### config.mk
export PLATFORM = sky130hd
export DESIGN_NAME = clk_diag_responder_flat
export DESIGN_NICKNAME = d
export VERILOG_FILES = /design/src/rtl/clk_diag_responder_if.sv /design/src/rtl/clk_diag_responder.sv /design/src/flat_wrapper.sv
export SDC_FILE = /design/constraint.sdc
export NUM_CORES = 1
export LEC_CHECK = 0
export ABC_CLOCK_PERIOD_IN_PS = 1700
export CAP_MARGIN = 25
export CORE_MARGIN = 8
export CORE_UTILIZATION = 43
export DETAILED_ROUTE_END_ITERATION = 8
export DONT_BUFFER_PORTS = 1
export PLACE_DENSITY = 0.59
export SETUP_SLACK_MARGIN = 0.15
export SLEW_MARGIN = 20
export SYNTH_ARGS = -nofsm -noshare
export SYNTH_HDL_FRONTEND = slang
export SYNTH_SLANG_ARGS = --single-unit
export TNS_END_PERCENT = 5
### constraint.sdc
create_clock -name clk -period 1.7 [get_ports clk]
set_input_delay 0.17 -clock clk [delete_from_list [all_inputs] [get_ports clk]]
set_output_delay 0.17 -clock clk [all_outputs]
set_load 0.05 [all_outputs]
### src/rtl/clk_diag_responder_if.sv
// EBUS diagnostic-function handshake between the front end and the CLK board.
// ds and ebusData keep the EBUS big-endian numbering: bit 0 is the MSB.
interface clk_diag_responder_if;
  logic        diagStrobe;
  logic [0:6]  ds;
  logic [0:35] ebusData;
  logic        funcAck;
  logic        funcIllegal;

  // Front end: issues function codes and load operands.
  modport master (
    output diagStrobe, ds, ebusData,
    input  funcAck, funcIllegal
  );

  // CLK board: decodes and acknowledges.
  modport slave (
    input  diagStrobe, ds, ebusData,
    output funcAck, funcIllegal
  );
endinterface

### src/rtl/clk_diag_responder.sv
// CLK-board diagnostic function responder: decodes EBUS diag functions 000-077
// and drives the EBOX clock enable plus the CLK control registers.
module clk_diag_responder #(
  parameter int unsigned BURST_W = 8,
  parameter int unsigned CDADR_W = 11
) (
  input  logic                clk,
  input  logic                CROBAR,
  clk_diag_responder_if.slave bus,
  output logic                clkEn,
  output logic                clkRun,
  output logic                burstActive,
  output logic [BURST_W-1:0]  burstCnt,
  output logic                ebusReset,
  output logic [1:0]          sourceSel,
  output logic [1:0]          rateSel,
  output logic [CDADR_W-1:0]  cramDiagAdr,
  output logic                parRegsReset,
  output logic                klEnable,
  output logic                ebusLoad
);

  localparam int unsigned CODE_W = 7;
  localparam int unsigned OPND_W = 6;

  localparam logic [CODE_W-1:0] F_STOP    = 7'o000;
  localparam logic [CODE_W-1:0] F_RUN     = 7'o001;
  localparam logic [CODE_W-1:0] F_STEP    = 7'o002;
  localparam logic [CODE_W-1:0] F_BURST   = 7'o004;
  localparam logic [CODE_W-1:0] F_RST_CLR = 7'o006;
  localparam logic [CODE_W-1:0] F_RST_SET = 7'o007;
  localparam logic [CODE_W-1:0] F_CNT_LO  = 7'o042;
  localparam logic [CODE_W-1:0] F_CNT_HI  = 7'o043;
  localparam logic [CODE_W-1:0] F_SRC     = 7'o044;
  localparam logic [CODE_W-1:0] F_PAR     = 7'o046;
  localparam logic [CODE_W-1:0] F_ADR_LO  = 7'o051;
  localparam logic [CODE_W-1:0] F_ADR_HI  = 7'o052;
  localparam logic [CODE_W-1:0] F_KL      = 7'o067;
  localparam logic [CODE_W-1:0] F_LOAD    = 7'o076;

  typedef enum logic [1:0] {
    S_IDLE = 2'd0,
    S_EXEC = 2'd1,
    S_HOLD = 2'd2
  } state_t;

  state_t            state;
  logic              strobe_prev;
  logic              step_pulse;
  logic [CODE_W-1:0] code;
  logic [OPND_W-1:0] opnd;
  logic              strobe_rise;
  logic              unused_data;

  // Only EBUS data[30:35] is ever used as an operand.
  assign unused_data = ^bus.ebusData[0:29];

  assign strobe_rise = bus.diagStrobe & ~strobe_prev;

  // EBOX clock enable is the OR of the three registered enable sources.
  assign clkEn = clkRun | burstActive | step_pulse;

  // Function FSM, burst counter and all CLK control registers.
  always_ff @(posedge clk) begin
    if (CROBAR) begin
      state           <= S_IDLE;
      strobe_prev     <= 1'b0;
      step_pulse      <= 1'b0;
      code            <= '0;
      opnd            <= '0;
      clkRun          <= 1'b0;
      burstActive     <= 1'b0;
      burstCnt        <= '0;
      ebusReset       <= 1'b1;
      sourceSel       <= '0;
      rateSel         <= '0;
      cramDiagAdr     <= '0;
      parRegsReset    <= 1'b0;
      klEnable        <= 1'b0;
      ebusLoad        <= 1'b0;
      bus.funcAck     <= 1'b0;
      bus.funcIllegal <= 1'b0;
    end else begin
      strobe_prev  <= bus.diagStrobe;
      step_pulse   <= 1'b0;
      parRegsReset <= 1'b0;
      ebusLoad     <= 1'b0;
      bus.funcAck  <= 1'b0;

      // Burst: one enabled cycle per count, stopping as the count reaches 0.
      if (burstActive) begin
        if (burstCnt <= BURST_W'(1)) begin
          burstActive <= 1'b0;
          burstCnt    <= '0;
        end else begin
          burstCnt <= burstCnt - BURST_W'(1);
        end
      end

      unique case (state)
        S_IDLE: begin
          if (strobe_rise) begin
            if (bus.ds[0]) begin
              state <= S_HOLD;
            end else begin
              code  <= bus.ds;
              opnd  <= bus.ebusData[30:35];
              state <= S_EXEC;
            end
          end
        end

        S_EXEC: begin
          bus.funcAck <= 1'b1;
          state       <= S_HOLD;
          case (code)
            F_STOP: begin
              clkRun      <= 1'b0;
              burstActive <= 1'b0;
            end
            F_RUN:     clkRun <= 1'b1;
            F_STEP:    if (!clkRun) step_pulse <= 1'b1;
            F_BURST: begin
              // An already running burst is left alone so it cannot restart at 0.
              if ((burstCnt != '0) && !clkRun && !burstActive) burstActive <= 1'b1;
            end
            F_RST_CLR: ebusReset <= 1'b0;
            F_RST_SET: ebusReset <= 1'b1;
            F_CNT_LO:  if (!burstActive) burstCnt[3:0] <= opnd[3:0];
            F_CNT_HI:  if (!burstActive) burstCnt[BURST_W-1:4] <= opnd[BURST_W-5:0];
            F_SRC: begin
              sourceSel <= opnd[3:2];
              rateSel   <= opnd[1:0];
            end
            F_PAR:     parRegsReset <= 1'b1;
            F_ADR_LO:  cramDiagAdr[5:0] <= opnd;
            F_ADR_HI:  cramDiagAdr[CDADR_W-1:6] <= opnd[CDADR_W-7:0];
            F_KL:      klEnable <= 1'b1;
            F_LOAD:    ebusLoad <= 1'b1;
            default:   bus.funcIllegal <= 1'b1;
          endcase
        end

        S_HOLD: begin
          if (!bus.diagStrobe) state <= S_IDLE;
        end

        default: state <= S_IDLE;
      endcase
    end
  end

endmodule

### src/flat_wrapper.sv
// flat-port wrapper written by rule: the top's interface ports become plain ports
module clk_diag_responder_flat 
#(
  parameter int unsigned BURST_W = 8,
  parameter int unsigned CDADR_W = 11
)
  (clk, CROBAR, clkEn, clkRun, burstActive, burstCnt, ebusReset, sourceSel, rateSel, cramDiagAdr, parRegsReset, klEnable, ebusLoad, bus_diagStrobe, bus_ds, bus_ebusData, bus_funcAck, bus_funcIllegal);
  clk_diag_responder_if bus_i ();
  input  logic clk;
  input  logic CROBAR;
  output logic clkEn;
  output logic clkRun;
  output logic burstActive;
  output logic [BURST_W-1:0] burstCnt;
  output logic ebusReset;
  output logic [1:0] sourceSel;
  output logic [1:0] rateSel;
  output logic [CDADR_W-1:0] cramDiagAdr;
  output logic parRegsReset;
  output logic klEnable;
  output logic ebusLoad;
  input wire logic [$bits(bus_i.diagStrobe)-1:0] bus_diagStrobe;
  input wire logic [$bits(bus_i.ds)-1:0] bus_ds;
  input wire logic [$bits(bus_i.ebusData)-1:0] bus_ebusData;
  output wire logic [$bits(bus_i.funcAck)-1:0] bus_funcAck;
  output wire logic [$bits(bus_i.funcIllegal)-1:0] bus_funcIllegal;
  assign bus_i.diagStrobe = bus_diagStrobe;
  assign bus_i.ds = bus_ds;
  assign bus_i.ebusData = bus_ebusData;
  assign bus_funcAck = bus_i.funcAck;
  assign bus_funcIllegal = bus_i.funcIllegal;
  clk_diag_responder #(.BURST_W(BURST_W), .CDADR_W(CDADR_W)) u_core (.clk(clk), .CROBAR(CROBAR), .bus(bus_i), .clkEn(clkEn), .clkRun(clkRun), .burstActive(burstActive), .burstCnt(burstCnt), .ebusReset(ebusReset), .sourceSel(sourceSel), .rateSel(rateSel), .cramDiagAdr(cramDiagAdr), .parRegsReset(parRegsReset), .klEnable(klEnable), .ebusLoad(ebusLoad));
endmodule
[After elaboration in Yosys (flattened, before gate mapping)]
Index checks and enable logic that the tools add are counted.
Cells by class
  $add $sub $neg: 1
  magnitude comparators: 1
  equality and inequality tests: 17
  mux-type cells: 22
  bitwise gates (word level): 8
  reductions and logical operators: 21
Operator list (count)
  == test 6 bit (second input constant): 8
  two-way mux 8 bit: 3
  == test 6 x 3 -> 1 bit (second input constant): 3
  two-way mux 4 bit: 4
  AND reduction 2 bit: 8
  OR reduction 14 bit: 1
  less-or-equal comparator 8 x 1 -> 1 bit (second input constant): 1
  two-way mux 1 bit: 8
  nonzero test 8 bit: 1
  subtractor 8 x 1 -> 8 bit (second input constant): 1
  logical NOT 7 bit: 1
  == test 6 x 1 -> 1 bit (second input constant): 1
  == test 6 x 2 -> 1 bit (second input constant): 1
  two-way mux 2 bit: 3
  one-hot mux 1 bit (2 select lines): 3
  one-hot mux 2 bit (3 select lines): 1
  NOT 1 bit: 5
  nonzero test 2 bit: 2
  AND reduction 3 bit: 1
  OR reduction 3 bit: 1
  == test 2 x 1 -> 1 bit (second input constant): 1
  == test 2 bit (second input constant): 1
  logical AND 1 bit: 2
  logical NOT 1 bit: 2
  other kinds (6): 7
Word-level totals
  register bits: 47
  bits of input ports: 46
  output and inout port bits: 32
  word-level logic and storage cells: 88

[Longest topological paths before layout]
Gate-level depths: netlist of the first run.
  word-level depth: 6
  gate-level depth with buffers: 6
  mapped depth without buffers: 6

[Worst setup path after synthesis of the first run]
Ideal clock, no wire load.
  path kind: reg2reg
  start: register u_core.burstCnt[4]
  end: register u_core.burstCnt[7]
  setup time: 0.120 ns
  arrival: 1.939 ns
  data required time: 1.580 ns
  path slack: -0.358 ns
  stages on the path, launching flop included: 5
  buffers on the path: 0
  period minus slack after synthesis: 2.058 ns
  path through: dfxtp_1 or4_4 o311ai_4 o22ai_2 a211o_1
Between the ends
  word-level cells in the longest chain between the ends: 6
  elaborated cells between the ends (all ways): 7
  those cells by class: 1 x add/sub; 1 x order compare; 5 x mux
Ends and longest elaborated chain
  from (decl): RTL line clk_diag_responder.sv:13  | output logic [BURST_W-1:0] burstCnt,
  from (signal assigned): RTL line clk_diag_responder.sv:96  | burstCnt <= burstCnt - BURST_W'(1);
  from (signal, indexed assignment): RTL line clk_diag_responder.sv:130  | F_CNT_HI: if (!burstActive) burstCnt[BURST_W-1:4] <= opnd[BURST_W-5:0];
  subtractor 8 x 1 -> 8 bit or less-or-equal comparator 8 x 1 -> 1 bit (tied branches): RTL line clk_diag_responder.sv:96, clk_diag_responder.sv:92
  two-way mux 8 bit (*): RTL line clk_diag_responder.sv:92  | if (burstCnt <= BURST_W'(1)) begin
  two-way mux 8 bit (*): RTL line clk_diag_responder.sv:91  | if (burstActive) begin
  two-way mux 4 bit: RTL line clk_diag_responder.sv:130
  two-way mux 4 bit: RTL line clk_diag_responder.sv:116  | case (code)
  two-way mux 8 bit (*): RTL line clk_diag_responder.sv:100  | unique case (state)
Every way passes the cells marked *; elsewhere a longest branch is shown, timed or not.
A chain may end at the register's enable or synchronous reset.

[Worst setup path in the final report of the first run]
  start: register u_core.burstCnt[5]
  end: register u_core.burstCnt[3]
Between the ends
  word-level cells in the longest chain between the ends: 6
Ends and longest elaborated chain
  less-or-equal comparator 8 x 1 -> 1 bit (*): RTL line clk_diag_responder.sv:92
  two-way mux 8 bit (*): RTL line clk_diag_responder.sv:92
  two-way mux 8 bit (*): RTL line clk_diag_responder.sv:91
  two-way mux 4 bit: RTL line clk_diag_responder.sv:129  | F_CNT_LO: if (!burstActive) burstCnt[3:0] <= opnd[3:0];
  two-way mux 4 bit: RTL line clk_diag_responder.sv:116
  two-way mux 8 bit (*): RTL line clk_diag_responder.sv:100
Marks and branches as above.

==> metrics.cfg, run 1 <==
[synth]
yosysMostFrequentCell=dfxtp_1
synth-edff-count=0
synth-compound-area-share=0.105
synthTopCellsByCount=dfxtp_1 (47), nor2_1 (35), mux2i_1 (34), clkbuf_1 (12), nor3_1 (9)
synth-simple-area-share=0.231
ys.flop_type=dfxtp_1
synth_top_area_cell=dfxtp_1
synth_top_family_by_area=simple AND/OR/NAND/NOR gates
yosys-top-cells-area=dfxtp_1 (45%), mux2i_1 (16%), nor2_1 (6.2%), nor3_1 (2.1%), clkbuf_1 (2.1%)
ys_types=46
synth_seq_cells=47
yosysTopAreaCellShare=0.445
syn_area_per_cell_um2=9.35
synth_nets=275
yosysSeqAreaShare=0.445
post_synth_fa_ha_maj_area_fraction=0.0178
synth_warnings=0
synthMuxAreaShare=0.161
synth-async-reset-ratio=0
synthCells=226
netlist_area_um2=2110
synth-xor-area-share=0.00829

[critical_path]
reg2reg_depth=5
worstSetupEndpointType=flop
timing.rr.end=u_core.burstCnt[3]$_SDFF_PP0_
worstPathArrival_ns=1.93
crit_type=reg2reg
reg2reg_slack_ns=-0.03
r2r_start=u_core.burstCnt[5]$_SDFF_PP0_
start_kind=flop
worst-endpoint-required_ns=1.90
path_max_fanout=4

[sta]
hold_viol=0
fin_ws_ns=-0.0336
setup_viol=1
rsz0062_at_grt=true
min_period_ns=1.73
post-route-period-util=1.02
maxSlewViolCount=0
relSlewSlack=0.635
clock.fmax_ghz=0.577
worst_slew_pin_slew_ns=0.547
clock-skew-final_ns=0.00610

[drt]
wl_per_cell_um=15.7
drc=0
drtIter0Drc=120
dr_total_vias=1771
viasPerCell=5.35
dr.pass1.iters=4
drt-total-wl_um=5210
drtAntennaViolNets=0

[cells_and_area]
nets=312
drive_gt1_frac=0.280
antenna_cells=0
final_area_um2=2700
synthToLayoutAreaGrowth_pct=27.7

[clock_tree]
clockRootBuffer=clkbuf_8
path_clk_slew_ns=0.09
cts_sinks=47
numCtsBuffers=5
clk_path_buf_depth=2
h-tree-depth=2
clk_latency_ns=0.31
cts_tree=done
cts_setup_buffers=0

[global_routing]
grt_pass1_wl_um=8600
gr-total-overflow=0
antenna_found_initial=0
grt_pass1_vias=1754
grtUsageMet3=0.0630
grt.total_usage=0.145
top_usage_layer=met2
grtUsageMet1=0.178
met2_usage=0.217
grt_max_degree=34

[status]
violations=negative setup slack
status=finished, violations left

[die]
floorplan.initialDensity=0.447
io_pins=78
die_area_um2=7410
rows=25
die_y_um=86.1
core_area_um2=4720
die_width_um=86.1

[power]
leakagePower_uw=0.00120
power_density_nw_per_um2=737
ir_drop_mv=0.540
power.total_uw=1990

[flow_run]
maxCapViolCount=0

[min_path]
whs_path_depth=1
min_to=u_core.burstCnt[4]$_SDFF_PP0_
holdCritPathClass=in2reg
min_from=CROBAR

[placed_design]
port_buffers=0
hpwl_um=3770
dpl_cell_area_um2=2460
gp_congestion=0.867

-- per-layer routing --
metal  routed length, um  share of wire
met1                2460           0.47
met4                  68          0.013
met3                 442          0.085
met2                2240           0.43
met5                   0              0
-- logic make-up after synthesis --
| logic type | after synthesis |
|---|---|
| simple gates | 94 |
| flops | 47 |
| mux | 34 |
| compound gates | 29 |
| buf+inv | 17 |
| fa+ha+maj | 3 |
| xor+xnor | 2 |
-- flip-flops by register name, indices dropped and copies added, names as in the netlist, 2 cells and up --
signal              flops
u_core.burstCnt         8
u_core.rateSel          2
u_core.cramDiagAdr     11
u_core.state            2
u_core.code             6
u_core.sourceSel        2
u_core.opnd             6
-- layout make-up --
class | instances | area (um2)
multi-input combinational | 162 | 1190
clock inverter | 3 | 22.5
sequential | 47 | 958
fill | 441 | 2030
tap | 67 | 83.8
inverter | 4 | 15.0
timing repair buffer | 43 | 355
clock buffer | 5 | 68.8
-- timing repair --
item | CTS | global route
endpoints found under the setup margin | 10 | 20
hold buffers | 2 | 1
hold endpoints to repair | 33 | 1
pin swaps | 0 | 5
gates resized for setup | 7 | 15
-- placed cells by master, fill, tap and decap left out, types with 2 or more instances in the layout --
master	instances
and3_1	3
inv_1	4
nand2b_1	3
nor4_1	3
nor3_1	8
or4_4	2
ha_1	3
nand2_1	8
inv_6	2
o221ai_1	2
dfxtp_1	37
a21oi_1	6
mux2i_1	34
xnor2_1	2
nor2_1	35
buf_4	36
dfxtp_2	8
clkbuf_8	5
dfxtp_4	2
o22ai_1	3
or3_1	4
nand3_1	5
nor2b_1	5
nand4_1	4
o21ai_0	4
buf_6	4
dlygate4sd3_1	2
-- worst max-delay path by stage --
stage | start | end | slack, ns | depth (start not counted)
floorplan | u_core.burstCnt[5]$_SDFF_PP0_ | u_core.burstCnt[7]$_SDFF_PP0_ | -0.14 | 4
global placement | u_core.burstCnt[5]$_SDFF_PP0_ | u_core.burstCnt[3]$_SDFF_PP0_ | -0.007 | 5
detailed placement | u_core.burstCnt[5]$_SDFF_PP0_ | u_core.burstCnt[3]$_SDFF_PP0_ | -0.005 | 5
CTS | u_core.burstCnt[5]$_SDFF_PP0_ | u_core.burstCnt[3]$_SDFF_PP0_ | -0.02 | 5
global route | u_core.burstCnt[5]$_SDFF_PP0_ | u_core.burstCnt[3]$_SDFF_PP0_ | -0.07 | 5
finish | u_core.burstCnt[5]$_SDFF_PP0_ | u_core.burstCnt[3]$_SDFF_PP0_ | -0.03 | 5
-- per-stage QoR --
| step | instances | hold slack [ns] | util | setup TNS (ns) | setup WS (ns) |
|---|---|---|---|---|---|
| after floorplan | 226 | 0.298 | - | -0.295 | -0.143 |
| after global placement | 320 | 0.248 | 0.522 | -0.00714 | -0.00714 |
| after detailed placement | 320 | 0.250 | 0.522 | -0.00464 | -0.00464 |
| after CTS | 330 | 0.00239 | 0.553 | -0.0222 | -0.0222 |
| after global routing | 331 | 0.0144 | 0.571 | -0.134 | -0.0698 |
| final | 331 | 0.00933 | 0.571 | -0.0336 | -0.0336 |
-- power breakdown --
group / total, uW / switching, uW / internal [uW]
Sequential: 1140 / 25.4 / 1110
Combinational: 144 / 76.2 / 67.6
Clock: 703 / 405 / 298
Total: 1990 / 507 / 1480
-- worst max-delay path, stage by stage, from the launching register on --
cell and delay (ns):
dfxtp_4 0.35, or4_4 0.56, o311ai_4 0.31, buf_4 0.18, o32ai_2 0.08, a21o_1 0.16
Power figures use the tool's default switching activity.
==> inputs of run 2 (changes only) <==
==> constraint.sdc (replaced) <==
create_clock -name clk -period 1.7 [get_ports clk]
set_input_delay 0.255 -clock clk [delete_from_list [all_inputs] [get_ports clk]]
set_output_delay 0.255 -clock clk [all_outputs]
set_load 0.05 [all_outputs]
==> run 2 against run 1 <==
Net effect:
- via count shrank 0.11%
- die area is the same
- wire length grew 1.8%
- the run still ends with negative setup slack left
- power grew 9.4%
- final cell count shrank 2.1%
- global-route usage grew 0.44 points
- sequential share of layout area grew 1.1 points
- largest power group unchanged
- combinational power shrank 16%
==> metrics.cfg, run 2 (same netlist as run 1, synthesis figures left out) <==
[clock_tree]
h-tree-depth=2  ; unchanged
cts_sinks=47  ; unchanged
cts_hold_buf=0  ; -2
cts_tree=done
clk_latency_ns=0.30  ; about the same
numCtsBuffers=5  ; unchanged
clockRootBuffer=clkbuf_8
path_clk_slew_ns=0.09  ; about the same
clk_path_buf_depth=2  ; unchanged

[sta]
min_period_ns=1.77  ; +0.0410 ns
setup_viol=3  ; +2
hold_viol=0  ; unchanged
relSlewSlack=0.635  ; about the same
rsz0062_at_grt=true
post-route-period-util=1.04  ; +0.0241
worst_slew_pin_slew_ns=0.547  ; -0.0000372 ns
maxSlewViolCount=0  ; unchanged
fin_ws_ns=-0.0746  ; -0.0410 ns
clock.fmax_ghz=0.563  ; -2.3%
clock-skew-final_ns=0.0126  ; +0.00647 ns

[power]
ir_drop_mv=0.563  ; +4.3%
power_density_nw_per_um2=832  ; +13%
leakagePower_uw=0.00116  ; -3.2%

[drt]
viasPerCell=5.46  ; +2.0%
dr_total_vias=1769  ; -0.11%
drt-total-wl_um=5310  ; +1.8%
dr.pass1.iters=6  ; +2
drc=0  ; unchanged
wl_per_cell_um=16.4  ; +4.0%
drtAntennaViolNets=0  ; unchanged
drtIter0Drc=103  ; -14%

[global_routing]
grt_max_degree=39  ; +15%
grt_pass1_wl_um=8840  ; +2.7%
gr-total-overflow=0  ; unchanged
antenna_found_initial=0  ; unchanged
grt.total_usage=0.149  ; +0.00438
grt_pass1_vias=1754  ; unchanged

[critical_path]
path_max_fanout=4  ; unchanged
crit_start=u_core.burstCnt[4]$_SDFF_PP0_
reg2reg_slack_ns=-0.07  ; -0.04 ns
path_buf_inv=1  ; unchanged
worst-endpoint-required_ns=1.91  ; about the same
crit_type=reg2reg
worstPathArrival_ns=1.98  ; +0.05 ns
path_delay_family=compound AO/OA/AOI/OAI gates
timing.rr.end=u_core.burstCnt[3]$_SDFF_PP0_
r2r_start=u_core.burstCnt[4]$_SDFF_PP0_
reg2reg_depth=5  ; unchanged
crit_path_max_incr_delay_ns=0.54  ; -0.02 ns
critPathSlowestCell=or4_4
worstSetupEndpointType=flop
start_kind=flop
crit_chain=or4_4 -> o311ai_4 -> buf_4 -> o32ai_2 -> a21o_1

[cells_and_area]
top_regs=u_core.cramDiagAdr (11), u_core.burstCnt (8)
nets=305  ; -2.2%
final_common_cell=dfxtp_1
synthToLayoutAreaGrowth_pct=23.8
regMostFlops=u_core.cramDiagAdr
drive_gt1_frac=0.261  ; -0.0196
n_fill_cell=434  ; -1.6%
final_core_util=0.553  ; -0.0175
largest_reg_flops=11  ; unchanged
antenna_cells=0  ; unchanged
final_cell_mix=dfxtp_1 (38), buf_4 (36), nor2_1 (35)

[status]
status=finished, violations left
violations=negative setup slack

[die]
die_width_um=86.1  ; unchanged
die_area_um2=7410  ; unchanged
floorplan.initialDensity=0.447  ; unchanged
die_y_um=86.1  ; unchanged
rows=25  ; unchanged
core_area_um2=4720  ; unchanged
io_pins=78  ; unchanged

[placed_design]
place_ws_ns=-0.0254  ; -0.0208 ns
hpwl_um=3910  ; +3.6%
port_buffers=0  ; unchanged
gp_congestion=0.845  ; -2.5%

[min_path]
whs_path_depth=1  ; unchanged
holdCritPathClass=in2reg
min_to=u_core.clkRun$_SDFFE_PP0P_
min_from=CROBAR

[flow_run]
maxCapViolCount=0  ; unchanged

==> run 2: worst max-delay path by stage <==
stage	endpoint	slack [ns]	cells after the start
5_1_grt	u_core.burstCnt[3]$_SDFF_PP0_	-0.1	5
3_5_place_dp	u_core.burstCnt[3]$_SDFF_PP0_	-0.03	5
4_1_cts	u_core.burstCnt[3]$_SDFF_PP0_	-0.04	5
6_report	u_core.burstCnt[3]$_SDFF_PP0_	-0.07	5
3_3_place_gp	u_core.burstCnt[3]$_SDFF_PP0_	-0.02	5
2_1_floorplan	u_core.burstCnt[7]$_SDFF_PP0_	-0.14	4
==> run 2: layer usage <==
metal / global-route usage / vias up / wire length, um
li1: - / 874 / -
met1: 0.182 / 831 / 2350
met2: 0.228 / 58 / 2380
met3: 0.0649 / 6 / 501
met4: 0.0478 / 0 / 70
met5: 0 / - / 0
==> run 2: per-stage QoR <==
step                total power, uW  hold slack [ns]  instance area (um2)  TNS, ns  std cells
floorplan                      1250            0.383                 2120   -0.295        226
detailed placement             1280            0.335                 2430  -0.0331        315
finish                         2170           0.0235                 2610   -0.145        324
global placement               1280            0.332                 2430  -0.0203        315
CTS                            2190          0.00475                 2580  -0.0683        323
global route                   2260          0.00299                 2610   -0.365        324
==> run 2: worst register-to-register path: stages, from the launching register on <==
cell and delay, ns:
dfxtp_4 0.35, or4_4 0.54, o311ai_4 0.36, buf_4 0.18, o32ai_2 0.08, a21o_1 0.16
==> run 2: final cells by class <==
cell class | count | area [um2] | area share
clock inverters | 2 | 37.5 | 0.0144
flip-flops and latches | 47 | 957 | 0.366
multi-input cells | 162 | 1160 | 0.442
repair buffers | 36 | 270 | 0.103
well taps | 67 | 83.8 | 0.0321
clock buffers | 6 | 93.8 | 0.0359
inverters | 4 | 15.0 | 0.00574
==> run 2: power by group <==
| group | leakage, uW | switching (uW) | internal [uW] | total [uW] |
|---|---|---|---|---|
| sequential | 0.000385 | 26.7 | 1110 | 1140 |
| clock | 0.0000626 | 384 | 527 | 911 |
| combinational | 0.000712 | 62.2 | 59.0 | 121 |
==> run 2: what timing repair did <==
item,4_1_cts,5_1_grt
gates resized for setup,6,8
gates cloned,0,0
pin swaps,0,6
setup endpoints to repair,10,18
setup buffers,0,1
